`src/rtl/icache_pkg.sv`:
```
// Shared types for the instruction cache: FSM state encoding and state width.
package icache_pkg;

  localparam int unsigned IcacheStateW = 1;

  typedef enum logic [IcacheStateW-1:0] {
    StIdle = 1'b0,
    StMiss = 1'b1
  } icache_state_e;

endpackage

```
`src/rtl/icache_if.sv`:
```
// Fetcher-side and memory-controller-side handshake signals of the instruction cache.
interface icache_if;

  logic        inst_IF_req;
  logic [31:0] inst_IF_addr;
  logic        inst_IF_flag;
  logic [31:0] inst_IF;
  logic        inst_MC_req;
  logic [31:0] inst_MC_addr;
  logic        inst_MC_flag;
  logic [31:0] inst_MC;

  // The cache itself.
  modport slave (
    input  inst_IF_req,
    input  inst_IF_addr,
    output inst_IF_flag,
    output inst_IF,
    output inst_MC_req,
    output inst_MC_addr,
    input  inst_MC_flag,
    input  inst_MC
  );

  // The environment: fetcher plus memory controller.
  modport master (
    output inst_IF_req,
    output inst_IF_addr,
    input  inst_IF_flag,
    input  inst_IF,
    input  inst_MC_req,
    input  inst_MC_addr,
    output inst_MC_flag,
    output inst_MC
  );

endinterface

```
`src/rtl/icache.sv`:
```
// Direct-mapped, one-word-per-line instruction cache with 1-cycle hits and single-word refills.
module icache
  import icache_pkg::*;
#(
  parameter int unsigned INDEX_WIDTH = 6
) (
  input  logic    clk,
  input  logic    rst,
  input  logic    rdy,
  input  logic    rollback,
  icache_if.slave bus
);

  localparam int unsigned Lines = 1 << INDEX_WIDTH;
  localparam int unsigned TagW  = 32 - INDEX_WIDTH - 2;

  icache_state_e state_q, state_d;
  logic [Lines-1:0] valid_q, valid_d;
  logic [TagW-1:0]  tag_q  [Lines];
  logic [31:0]      data_q [Lines];

  logic        if_flag_q, if_flag_d;
  logic [31:0] if_data_q, if_data_d;
  logic        mc_req_q, mc_req_d;
  logic [31:0] mc_addr_q, mc_addr_d;
  logic        discard_q, discard_d;

  logic [INDEX_WIDTH-1:0] req_idx, miss_idx;
  logic [TagW-1:0]        req_tag, miss_tag;
  logic                   hit;
  logic                   fill_we;

  logic unused_addr_lsb;
  assign unused_addr_lsb = ^bus.inst_IF_addr[1:0];

  assign req_idx  = bus.inst_IF_addr[INDEX_WIDTH+1:2];
  assign req_tag  = bus.inst_IF_addr[31:INDEX_WIDTH+2];
  // The outstanding miss address doubles as the latched fill address.
  assign miss_idx = mc_addr_q[INDEX_WIDTH+1:2];
  assign miss_tag = mc_addr_q[31:INDEX_WIDTH+2];
  assign hit      = valid_q[req_idx] && (tag_q[req_idx] == req_tag);

  always_comb begin
    state_d   = state_q;
    valid_d   = valid_q;
    if_flag_d = 1'b0;
    if_data_d = if_data_q;
    mc_req_d  = mc_req_q;
    mc_addr_d = mc_addr_q;
    discard_d = discard_q;
    fill_we   = 1'b0;

    unique case (state_q)
      StIdle: begin
        if (bus.inst_IF_req && !rollback) begin
          if (hit) begin
            if_flag_d = 1'b1;
            if_data_d = data_q[req_idx];
          end else begin
            mc_req_d  = 1'b1;
            mc_addr_d = {bus.inst_IF_addr[31:2], 2'b00};
            state_d   = StMiss;
          end
        end
      end
      StMiss: begin
        if (bus.inst_MC_flag) begin
          // The refill always lands; only delivery to the fetcher can be cancelled.
          fill_we           = 1'b1;
          valid_d[miss_idx] = 1'b1;
          mc_req_d          = 1'b0;
          discard_d         = 1'b0;
          state_d           = StIdle;
          if (!discard_q && !rollback) begin
            if_flag_d = 1'b1;
            if_data_d = bus.inst_MC;
          end
        end else if (rollback) begin
          discard_d = 1'b1;
        end
      end
      default: state_d = StIdle;
    endcase
  end

  always_ff @(posedge clk) begin
    if (rst) begin
      state_q   <= StIdle;
      valid_q   <= '0;
      if_flag_q <= 1'b0;
      if_data_q <= '0;
      mc_req_q  <= 1'b0;
      mc_addr_q <= '0;
      discard_q <= 1'b0;
    end else if (rdy) begin
      state_q   <= state_d;
      valid_q   <= valid_d;
      if_flag_q <= if_flag_d;
      if_data_q <= if_data_d;
      mc_req_q  <= mc_req_d;
      mc_addr_q <= mc_addr_d;
      discard_q <= discard_d;
    end
  end

  always_ff @(posedge clk) begin
    if (!rst && rdy && fill_we) begin
      tag_q[miss_idx]  <= miss_tag;
      data_q[miss_idx] <= bus.inst_MC;
    end
  end

  assign bus.inst_IF_flag = if_flag_q;
  assign bus.inst_IF      = if_data_q;
  assign bus.inst_MC_req  = mc_req_q;
  assign bus.inst_MC_addr = mc_addr_q;

endmodule

```
`src/flat_wrapper.sv`:
```
// flat-port wrapper written by rule: the top's interface ports become plain ports
module icache_flat import icache_pkg::*;
#(
  parameter int unsigned INDEX_WIDTH = 6
)
  (clk, rst, rdy, rollback, bus_inst_IF_req, bus_inst_IF_addr, bus_inst_IF_flag, bus_inst_IF, bus_inst_MC_req, bus_inst_MC_addr, bus_inst_MC_flag, bus_inst_MC);
  icache_if bus_i ();
  input  logic clk;
  input  logic rst;
  input  logic rdy;
  input  logic rollback;
  input wire logic [$bits(bus_i.inst_IF_req)-1:0] bus_inst_IF_req;
  input wire logic [$bits(bus_i.inst_IF_addr)-1:0] bus_inst_IF_addr;
  output wire logic [$bits(bus_i.inst_IF_flag)-1:0] bus_inst_IF_flag;
  output wire logic [$bits(bus_i.inst_IF)-1:0] bus_inst_IF;
  output wire logic [$bits(bus_i.inst_MC_req)-1:0] bus_inst_MC_req;
  output wire logic [$bits(bus_i.inst_MC_addr)-1:0] bus_inst_MC_addr;
  input wire logic [$bits(bus_i.inst_MC_flag)-1:0] bus_inst_MC_flag;
  input wire logic [$bits(bus_i.inst_MC)-1:0] bus_inst_MC;
  assign bus_i.inst_IF_req = bus_inst_IF_req;
  assign bus_i.inst_IF_addr = bus_inst_IF_addr;
  assign bus_inst_IF_flag = bus_i.inst_IF_flag;
  assign bus_inst_IF = bus_i.inst_IF;
  assign bus_inst_MC_req = bus_i.inst_MC_req;
  assign bus_inst_MC_addr = bus_i.inst_MC_addr;
  assign bus_i.inst_MC_flag = bus_inst_MC_flag;
  assign bus_i.inst_MC = bus_inst_MC;
  icache #(.INDEX_WIDTH(INDEX_WIDTH)) u_core (.clk(clk), .rst(rst), .rdy(rdy), .rollback(rollback), .bus(bus_i));
endmodule
```
`config.mk`:
```
export PLATFORM = sky130hd
export DESIGN_NAME = icache_flat
export DESIGN_NICKNAME = d
export VERILOG_FILES = /design/src/rtl/icache_pkg.sv /design/src/rtl/icache_if.sv /design/src/rtl/icache.sv /design/src/flat_wrapper.sv
export SDC_FILE = /design/constraint.sdc
export NUM_CORES = 2
export LEC_CHECK = 0
export BUFFER_PORTS_ARGS = -buffer_cell sky130_fd_sc_hd__buf_2
export CAP_MARGIN = 30
export CORE_UTILIZATION = 63
export DETAILED_ROUTE_END_ITERATION = 8
export PLACE_DENSITY = 0.78
export SLEW_MARGIN = 10
export SYNTH_ARGS = -nofsm -noshare
export SYNTH_HDL_FRONTEND = slang
export SYNTH_SLANG_ARGS = --single-unit
```
`constraint.sdc`:
```
create_clock -name clk -period 5.8 [get_ports clk]
set_input_delay 0.29 -clock clk [delete_from_list [all_inputs] [get_ports clk]]
set_output_delay 0.29 -clock clk [all_outputs]
set_load 0.01 [all_outputs]
```
======== Word level (Yosys, flattened, before mapping) ========
Memory sizes are Yosys's and may differ from the RTL's.
Index checks and enable logic that the tools add are counted.
cells by class
  muxes and demuxes ....................... 28
  eq/ne operators ......................... 6
  bitwise operators ....................... 3
  order comparisons ....................... 3
  reduce and logical (&&, ||, !) cells .... 15
operator list
  operator              number
  $mux W32              4
  $or A64 B64 Y64       1
  $pmux W32 S2          1
  $eq A24 B24 Y1        1
  $mux W1               18
  $lt A6 B7 Y1 const B  2
  $reduce_and A4 Y1     2
  $bmux W1 S6           1
  $demux W1 S6          1
  $ge A6 B1 Y1 const B  1
  $logic_and A1 B1 Y1   6
  $ne A2 B2 Y1 const B  3
  $pmux W1 S2           3
  $reduce_and A3 Y1     2
  $reduce_and A5 Y1     1
  $ne A2 B1 Y1 const B  2
  $logic_not A1 Y1      3
  $not A1 Y1            2
  $reduce_bool A2 Y1    1
storage, ports and cells
  logic and storage cells ................. 64
  register bits after elaboration ......... 130
  memories ................................ 2
  input bits .............................. 70
  bits in writable memories ............... 3584
  output and inout bits ................... 66
memory list
  name           depth  width  rd ports  clocked after Yosys merged registers in  wr ports  line          RTL
  u_core.data_q  64     32     1         0                                        1         icache.sv:20  logic [31:0] data_q [Lines];
  u_core.tag_q   64     24     1         0                                        1         icache.sv:19  logic [TagW-1:0] tag_q [Lines];

======== Depth between registers and ports, before layout ========
  depth after elaboration ................. 6
  mapped depth ............................ 18
  mapped depth without buffers ............ 10

======== Worst setup path after synthesis ========
No wires, ideal clock.
  path type ............................... reg-to-reg
  from .................................... register u_core.mc_addr_q[4] (netlist: u_core.bus.inst_MC_addr[4])
  to ...................................... memory u_core.data_q[52][0], enable pin
  cell stages (with the launch flop) ...... 5
  path buffers ............................ 2
  arrival time ............................ 3.635 ns
  period minus slack after synthesis ...... 4.107 ns
  slack ................................... 1.693 ns
  library setup time ...................... 0.472 ns
  required time ........................... 5.328 ns
  path through ............................ dfxtp_1 clkbuf_1 or3b_2 clkbuf_1 nor2_1
RTL lines
  what                    line           RTL
  from (decl)             icache.sv:25   logic [31:0] mc_addr_q, mc_addr_d;
  from (signal assigned)  icache.sv:101  mc_addr_q <= mc_addr_d;
  to (decl)               icache.sv:20
No word-level cell before the write port.

======== Worst setup path in the final report ========
  from .................................... memory u_core.tag_q[0][23] (netlist name)
  to ...................................... register u_core.if_flag_q (netlist: u_core.bus.inst_IF_flag)
between the ends
  word-level cells in the longest chain between the ends .. 6
ends and longest elaborated chain
  what                  line          RTL
  from (decl)           icache.sv:19
  $mem_v2 Z64 W24       n/a
  $eq A24 B24 Y1        icache.sv:41  assign hit = valid_q[req_idx] && (tag_q[req_idx] == req_tag);
  $logic_and A1 B1 Y1   icache.sv:41
  $mux W1               icache.sv:56  if (hit) begin
  $mux W1               icache.sv:55  if (bus.inst_IF_req && !rollback) begin
  $pmux W1 S2           icache.sv:53  unique case (state_q)
  to (signal assigned)  icache.sv:98  if_flag_q <= if_flag_d;
  to (decl)             icache.sv:22  logic if_flag_q, if_flag_d;
Every way passes these cells.
A chain may end at the register's enable or synchronous reset.

==> results.py <==
metrics = {
    "grt": {
        "grt_max_degree": 114,
        "track_usage": 0.383,
        "grt_pass1_vias": 75700,
        "antenna_found_initial": 14,
        "overflow": 0,
        "grt_first_pass_wirelength_um": 593000,
    },
    "logic_synthesis": {
        "synth_edf_count": 3584,
        "synthFlopType": "edfxtp_1",
        "syn_inst": 6257,
        "synth_area_um2": 142000,
        "ys_types": 77,
        "post-synth-top-count-cell": "edfxtp_1",
        "yosysTopAreaCellShare": 0.756,
        "synth_top_cell_by_area": "edfxtp_1",
        "async_flop_share": 0,
        "synth_commonest_cells": "edfxtp_1 (3,584), mux4_2 (949), mux2i_1 (348)",
        "ys_warn_count": 0,
        "synthTopCellsByArea": "edfxtp_1 (76%), mux4_2 (15%), mux2i_1 (2.4%), dfxtp_1 (1.8%), a22oi_1 (0.58%)",
        "ys_seq_area_frac": 0.775,
        "avgSynthCellArea_um2": 22.7,
        "synth-seq-cells": 3714,
    },
    "power_and_ir_drop": {
        "totalPowerFinal_mw": 56.1,
        "power_density_nw_per_um2": 346,
        "p_leak_nw": 50.6,
        "peakVddDrop_v": 0.000398,
    },
    "die": {
        "fp.dieH_um": 477,
        "die_area_um2": 228000,
        "die_w_um": 477,
        "placementRows": 174,
        "pin_count": 136,
        "core_area_um2": 225000,
        "start_util": 0.633,
    },
    "timing": {
        "slew_headroom": 0.219,
        "clock_skew_ns": 0.0791,
        "final.setup.tns_ns": 0,
        "hold_viol_final": 0,
        "max_freq_ghz": 0.209,
        "period_share": 0.825,
        "rsz0062_at_grt": "no",
        "fin_ws_ns": 1.01,
        "setup_viol": 0,
        "fin_crit_ns": 4.79,
        "worst_slew_pin_slew_ns": 1.17,
        "slew_viol_final": 0,
    },
    "layout": {
        "nets": 6867,
        "drive_gt1_frac": 0.291,
        "design_area_um2": 162000,
        "areaGrowthSynthToFinish_pct": 13.9,
        "finalNonFillerCells": 10100,
    },
    "setup_path": {
        "cp-start-kind": "flop",
        "cpMostUsedCell": "o22ai_1",
        "crit_buf_inv": 2,
        "reg2reg_slack_ns": 1.01,
        "reg2reg_depth": 12,
        "reg2reg_from": "u_core.tag_q[0][23]",
        "critPathMaxFanout": 25,
        "crit_slowest_cell": "nor3_1",
        "worst-endpoint-required_ns": 6.73,
        "crit_chain": "mux4_2 > mux2_2 > o22ai_1 > o22ai_1 > nor3_1 > o2bb2ai_1 > nor4_2 > and3b_1 > a21oi_4 > buf_12 > a21oi_1 > dlygate4sd3_1",
        "worstSetupEndpointType": "flop",
        "slowest_delay_ns": 0.88,
        "r2r-end": "u_core.bus.inst_IF_flag",
        "arrival_ns": 5.71,
        "crit_family": "simple AND/OR/NAND/NOR gates",
        "crit_type": "reg -> reg",
    },
    "min_path": {
        "worstHoldStart": "bus_inst_MC[16]",
        "hold_depth": 2,
        "worst_hold_path.endpoint": "u_core.data_q[7][16]",
        "min_path_type": "in -> reg",
    },
    "status": {
        "outcome": "finished, final reports clean",
    },
    "cts": {
        "cts_max_level": 5,
        "cts.hold.buffers_added": 45,
        "cts_tree": "built",
        "post_cts_buffers": 0,
        "clk_latency_ns": 1.02,
        "cts_made_buffers": 366,
        "path_clk_slew_ns": 0.06,
        "cts-root-buf": "clkbuf_16",
        "cts_sinks": 3714,
        "cts_max_path_buffers": 4,
        "cts_resized": 0,
    },
    "route": {
        "vias": 76700,
        "first_pass_iters": 8,
        "post-route-drc-count": 0,
        "final_antenna_net_count": 0,
        "wire_per_inst_um": 43.5,
        "viasPerCell": 7.61,
        "wirelength_um": 438000,
        "drt_first_iter_violations": 15100,
    },
    "place": {
        "pre_cts_ws_ns": 0.760,
        "dp.cells": 9318,
        "numPortBuffers": 131,
        "place_area_um2": 149000,
        "hpwl_um": 209000,
        "gp_congestion": 0.858,
    },
    "flow_run": {
        "cap_violations": 0,
    },
}
## through the flow
| stage | hold slack, ns | util |
|---|---|---|
| 3_3_place_gp | 0.427 | 0.660 |
| 2_1_floorplan | 0.359 | - |
| 5_1_grt | 0.0422 | 0.722 |
| 4_1_cts | 0.00130 | 0.717 |
| 3_5_place_dp | 0.438 | 0.662 |
| 6_report | 0.0516 | 0.722 |
## registers in the layout (all words and copies together) (netlist names)
register	count
u_core.data_q	2048
u_core.tag_q	1536
u_core.valid_q	64
u_core.bus.inst_IF	32
u_core.bus.inst_MC_addr	30
u_core.bus.inst_IF_flag	1
u_core.bus.inst_MC_req	1
u_core.discard_q	1
u_core.state_q	1
## worst max-delay path by stage
stage,slack (ns),startpoint,cells after the start,endpoint
final,1.01,u_core.tag_q[0][23],12,u_core.bus.inst_IF_flag
after floorplan,1.69,u_core.bus.inst_MC_addr[4],4,u_core.data_q[52][0]
after CTS,1.21,u_core.tag_q[0][23],12,u_core.bus.inst_IF_flag
after detailed placement,0.76,bus_inst_IF_addr[2],14,u_core.bus.inst_MC_addr[28]
after global placement,0.74,bus_inst_IF_addr[7],14,u_core.bus.inst_MC_addr[28]
after global routing,1.06,u_core.tag_q[36][7],12,u_core.bus.inst_IF_flag
## cell families after synthesis
kind of cell           share of synthesized area
multiplexers                               0.176
XOR/XNOR                                 0.00142
flip-flops                                 0.775
AO/OA/AOI/OAI                             0.0198
buffers and inverters                     0.0128
other                                  0.0000264
AND/OR/NAND/NOR                           0.0157
## area by class of cell
class / count / area, um^2
Clock buffer: 465 / 9830
Multi-Input combinational cell: 2188 / 30800
Timing Repair Buffer: 519 / 5300
Tap cell: 2992 / 3740
Sequential cell: 3714 / 110000
Clock inverter: 184 / 2160
Fill cell: 11800 / 62600
Antenna cell: 5 / 12.5
Inverter: 8 / 47.5
## worst register-to-register path, cell delays in order (launching register included)
cell           delay [ns]
edfxtp_1             0.37
mux4_2               0.47
mux2_2               0.29
o22ai_1              0.14
o22ai_1              0.15
nor3_1               0.88
o2bb2ai_1            0.22
nor4_2               0.53
and3b_1              0.53
a21oi_4              0.14
buf_12               0.19
a21oi_1              0.24
dlygate4sd3_1        0.57
## cell usage in the layout, fill, tap and decap left out, drive strengths merged, types with 11 or more instances in the layout
cell | Yosys | routed
xnor2 | 12 | 12
inv | 8 | 13
dlygate4sd3 | 0 | 60
nor2b | 16 | 16
bufinv | 0 | 49
clkinvlp | 0 | 11
edfxtp | 3584 | 3584
buf | 210 | 459
xor2 | 11 | 11
nor3 | 15 | 15
nand3 | 80 | 80
clkbuf | 138 | 465
mux2i | 348 | 348
a22o | 13 | 13
nand4 | 18 | 18
mux2 | 12 | 12
o211ai | 33 | 33
a22oi | 109 | 109
a21o | 64 | 64
mux4 | 949 | 949
nand2 | 185 | 185
nand2b | 35 | 35
a31oi | 11 | 11
o21ai | 25 | 25
dfxtp | 130 | 130
nor2 | 90 | 90
a221oi | 30 | 30
a21oi | 37 | 37
clkinv | 0 | 119
## where the power goes
group	switching (mW)	internal, mW
clock network	10.1	14.1
registers	0.0305	29.3
logic	1.46	0.985
total	11.6	44.4
## routing by layer
metal	wire, um	part of all wire	GRT usage
met4	32900	0.075	0.235
met3	67700	0.15	0.111
met1	137000	0.31	0.499
met2	200000	0.46	0.579
met5	95	0.00022	0.00231
(Power assumes the default switching activity.)
